File: src/rtl/dmem_arbiter.sv
// Round-robin arbiter/sequencer that lets the core (port 0) and a DMA/debug master (port 1)
// share one data memory, with a single transaction in flight (IDLE -> ACCESS -> RESP).
module dmem_arbiter #(
  parameter int DM_ADDRESS = 9,
  parameter int DATA_W     = 32
) (
  input  logic                    clk,
  input  logic                    reset,
  input  logic [1:0]              req_valid,
  input  logic [1:0]              req_write,
  input  logic [2*DM_ADDRESS-1:0] req_addr,
  input  logic [2*DATA_W-1:0]     req_wdata,
  input  logic [5:0]              req_funct3,
  output logic [1:0]              req_ready,
  output logic [1:0]              rsp_valid,
  output logic [DATA_W-1:0]       rsp_rdata,
  output logic                    busy,
  output logic                    MemRead,
  output logic                    MemWrite,
  output logic [DM_ADDRESS-1:0]   a,
  output logic [DATA_W-1:0]       wd,
  output logic [2:0]              Funct3,
  input  logic [DATA_W-1:0]       rd
);

  typedef enum logic [1:0] {
    IDLE   = 2'd0,
    ACCESS = 2'd1,
    RESP   = 2'd2
  } state_t;

  state_t                r_state;
  logic                  r_rrLast;
  logic                  r_gnt;
  logic                  r_write;
  logic [DM_ADDRESS-1:0] r_addr;
  logic [DATA_W-1:0]     r_wdata;
  logic [2:0]            r_funct3;
  logic [DATA_W-1:0]     r_rdata;

  logic                  w_gnt;
  logic                  w_write;
  logic [DM_ADDRESS-1:0] w_addr;
  logic [DATA_W-1:0]     w_wdata;
  logic [2:0]            w_funct3;

  // On a conflict the port that was not served last wins.
  always_comb begin
    w_gnt = 1'b0;
    if (req_valid == 2'b10) begin
      w_gnt = 1'b1;
    end else if (req_valid == 2'b11) begin
      w_gnt = ~r_rrLast;
    end
  end

  assign w_write  = w_gnt ? req_write[1] : req_write[0];
  assign w_addr   = w_gnt ? req_addr[DM_ADDRESS +: DM_ADDRESS] : req_addr[0 +: DM_ADDRESS];
  assign w_wdata  = w_gnt ? req_wdata[DATA_W +: DATA_W] : req_wdata[0 +: DATA_W];
  assign w_funct3 = w_gnt ? req_funct3[5:3] : req_funct3[2:0];

  always_ff @(posedge clk) begin
    if (reset) begin
      r_state  <= IDLE;
      r_rrLast <= 1'b1;
      r_gnt    <= 1'b0;
      r_write  <= 1'b0;
      r_addr   <= '0;
      r_wdata  <= '0;
      r_funct3 <= '0;
      r_rdata  <= '0;
    end else begin
      case (r_state)
        IDLE: begin
          if (|req_valid) begin
            r_gnt    <= w_gnt;
            r_rrLast <= w_gnt;
            r_write  <= w_write;
            r_addr   <= w_addr;
            r_wdata  <= w_wdata;
            r_funct3 <= w_funct3;
            r_state  <= ACCESS;
          end
        end
        ACCESS: begin
          // Stores leave the previous load data visible on rsp_rdata.
          if (!r_write) begin
            r_rdata <= rd;
          end
          r_state <= RESP;
        end
        RESP: begin
          r_state <= IDLE;
        end
        default: begin
          r_state <= IDLE;
        end
      endcase
    end
  end

  assign req_ready = ((r_state == IDLE) && (|req_valid)) ? (w_gnt ? 2'b10 : 2'b01) : 2'b00;
  assign rsp_valid = (r_state == RESP) ? {r_gnt, ~r_gnt} : 2'b00;
  assign rsp_rdata = r_rdata;
  assign busy      = (r_state != IDLE);
  assign MemRead   = (r_state == ACCESS) && !r_write;
  assign MemWrite  = (r_state == ACCESS) && r_write;
  assign a         = r_addr;
  assign wd        = r_wdata;
  assign Funct3    = r_funct3;

endmodule

File: config.mk
export PLATFORM = sky130hd
export DESIGN_NAME = dmem_arbiter
export DESIGN_NICKNAME = d
export VERILOG_FILES = /design/src/rtl/dmem_arbiter.sv
export SDC_FILE = /design/constraint.sdc
export NUM_CORES = 1
export LEC_CHECK = 0
export CAP_MARGIN = 40
export CORE_AREA = 2 2 105 107
export DETAILED_ROUTE_END_ITERATION = 16
export DIE_AREA = 0 0 107 109
export GPL_ROUTABILITY_DRIVEN = 0
export HOLD_SLACK_MARGIN = 0.03
export PLACE_DENSITY = 0.77
export SYNTH_ARGS = -nofsm -noshare
export SYNTH_HDL_FRONTEND = slang
export SYNTH_SLANG_ARGS = --single-unit
File: constraint.sdc
create_clock -name clk -period 1.48 [get_ports clk]
set_clock_uncertainty 0.1 [all_clocks]
set_input_delay 0.222 -clock clk [delete_from_list [all_inputs] [get_ports clk]]
set_output_delay 0.222 -clock clk [all_outputs]
set_load 0.01 [all_outputs]
==> impl_metrics.env <==
export IMPL_outcome="complete, but fails checks"
export IMPL_violations="setup timing"
export IMPL_synth_distinct_cells=23
export IMPL_hp_class="in -> reg"
export IMPL_grt_pass1_vias=3964
export IMPL_syn_inst=426
export IMPL_synth_avg_cell_area_um2=7.94
export IMPL_initial_utilization=0.319
export IMPL_grt_max_degree=82
export IMPL_pwr_density_cell_nw_per_um2=918
export IMPL_syn_area_um2=3380
export IMPL_worst_slack_ns=-0.157
export IMPL_seq_area_frac_synth=0.479
export IMPL_nets=750
export IMPL_crit_path_end_kind="primary output"
export IMPL_synth_seq_cells=81
export IMPL_viasPerCell=5.42
export IMPL_cts_buffer_depth=2
export IMPL_drt_wirelength_per_cell_um=16.8
export IMPL_io_buffer_count=208
export IMPL_hpwl_mm=8.42
export IMPL_num_rows=38
export IMPL_cts_made_buffers=9
export IMPL_drc_errors=0
export IMPL_tightest_slew_ns=0.383
export IMPL_timing_slew_headroom=0.745
export IMPL_root_buffer="clkbuf_8"
export IMPL_fp_dieW_um=107
export IMPL_drive_gt1_frac=0.124
export IMPL_core_area_um2=10600
export IMPL_stdcell_count=770
export IMPL_fin_crit_sh=1.11
export IMPL_drtIter0Drc=327
export IMPL_vias=4177
export IMPL_drv_slew=0
export IMPL_yosys_warnings=0
export IMPL_setup_violations_final=33
export IMPL_htree_levels=3
export IMPL_ios=209
export IMPL_clk_latency_ns=0.34
export IMPL_area_growth_pct=74.7
export IMPL_fin_setup_tns_ns=-0.947
export IMPL_grt_pass1_wl_mm=19.6
export IMPL_finalHoldViolations=0
export IMPL_leakage_nw=2.39
export IMPL_first_pass_iters=5
export IMPL_vdd_ir_drop_max_mv=0.441
export IMPL_path_clk_slew_ns=0.08
export IMPL_arrival_ns=1.31
export IMPL_syn_num_nets=552
export IMPL_totalWireLength_mm=12.9
export IMPL_die_area_um2=11700
export IMPL_tritoncts="yes"
export IMPL_cp_max_fo=3
export IMPL_drv_cap=0
export IMPL_dp_cells=746
export IMPL_hold_slack_ns=0.208
export IMPL_crit_type="reg -> out"
export IMPL_grtUsageTotal=0.213
export IMPL_overflow=0
export IMPL_rsz0062_at_grt="true"
export IMPL_dieHeight_um=109
export IMPL_final_common_cell="clkdlybuf4s50_1"
export IMPL_timing_fmax_mhz=611
export IMPL_required_ns=1.16
export IMPL_mostFrequentLayoutCells="122 x clkdlybuf4s50_1, 79 x dfxtp_1, 76 x dlygate4sd2_1"
export IMPL_cts_sinks=81
export IMPL_min_period_ns=1.64
export IMPL_drt_antenna_violating_nets=0
export IMPL_start_kind="flip-flop"
export IMPL_grt_antenna_before_repair=1
-- registers in the layout (all words and copies together), names as in the netlist --
register,count
r_state,2
wd,32
r_write,1
rsp_rdata,32
a,9
r_rrLast,1
r_gnt,1
Funct3,3
-- timing repair --
item	CTS	global route
hold buffers	0	0
gates cloned	2	0
gates resized for setup	123	43
pin swaps	6	0
endpoints found under the setup margin	160	86
buffers inserted	5	0
-- through the flow --
step	util	power, mW	setup slack (ns)	instance area (um2)
after global routing	0.557	5.69	-0.246	5910
after floorplan	-	3.11	0.00634	3380
after detailed placement	0.530	3.99	-0.230	5610
after CTS	0.548	5.42	-0.155	5810
after global placement	0.530	3.96	-0.199	5610
final	0.557	5.42	-0.157	5910
-- cells in the mapped netlist --
library cell / number / share of area
dfxtp_1: 81 / 0.48
nand2_1: 65 / 0.072
a31oi_1: 45 / 0.083
nand3_1: 45 / 0.067
nand4_1: 45 / 0.083
o21ai_0: 44 / 0.065
a21oi_1: 33 / 0.049
clkbuf_1: 33 / 0.037
buf_1: 8 / 0.0089
buf_2: 6 / 0.0089
buf_6: 3 / 0.010
o21ai_1: 3 / 0.0044
and3b_1: 2 / 0.0052
inv_1: 2 / 0.0022
nor2_1: 2 / 0.0022
nor3b_1: 2 / 0.0044
a211oi_4: 1 / 0.0059
and3_1: 1 / 0.0019
clkinv_4: 1 / 0.0026
nand2b_1: 1 / 0.0019
nand3b_1: 1 / 0.0022
nor3_1: 1 / 0.0015
or3b_1: 1 / 0.0026
-- logic make-up (layout without fill, tap and decap cells) --
group / count (synthesis) / in the layout / synth area share
simple gates: 166 / 166 / 0.244
compound gates: 126 / 126 / 0.208
flops: 81 / 81 / 0.479
buf+inv: 53 / 256 / 0.0692
other cells: 0 / 1 / 0
-- report_power, final --
group,internal [mW],switching (mW)
clock,0.605,0.804
combinational,0.804,0.765
sequential,2.36,0.0855
-- worst paths after layout --
check | from | endpoint | slack [ns] | cells after the start
worst max-delay path | r_state[1]$_SDFFE_PP0P_ | req_ready[1] | -0.16 | 5
worst min-delay path | req_valid[1] | r_gnt$_SDFFE_PP0N_ | 0.21 | 4
worst max register to register | r_state[1]$_SDFFE_PP0P_ | wd[8]$_SDFFE_PP0N_ | -0.08 | 6
worst min register to register | rsp_rdata[23]$_SDFFE_PP0P_ | rsp_rdata[23]$_SDFFE_PP0P_ | 0.35 | 2
-- critical path, cell delays in order (launching register included) --
cell and delay [ns]:
dfxtp_2 0.34, buf_6 0.13, a211oi_4 0.25, nand2_2 0.10, inv_2 0.06, buf_6 0.09
-- cell type report --
type | count | area, um2
repair buffers | 237 | 2310
multi-input cells | 292 | 1610
clock inverters | 5 | 32.5
flip-flops and latches | 81 | 1620
diodes | 1 | 2.50
inverters | 3 | 18.8
clock buffers | 11 | 131
fillers | 969 | 4690
well taps | 140 | 175
-- layer usage --
| layer | track usage | part of all wire | vias to the layer above |
|---|---|---|---|
| met1 | 0.249 | 0.39 | 1951 |
| met2 | 0.369 | 0.48 | 245 |
| li1 | - | - | 1951 |
| met3 | 0.0538 | 0.10 | 30 |
| met4 | 0.0974 | 0.029 | 0 |
| met5 | 0 | 0 | - |
No activity file was read; power rests on OpenSTA's default activity.
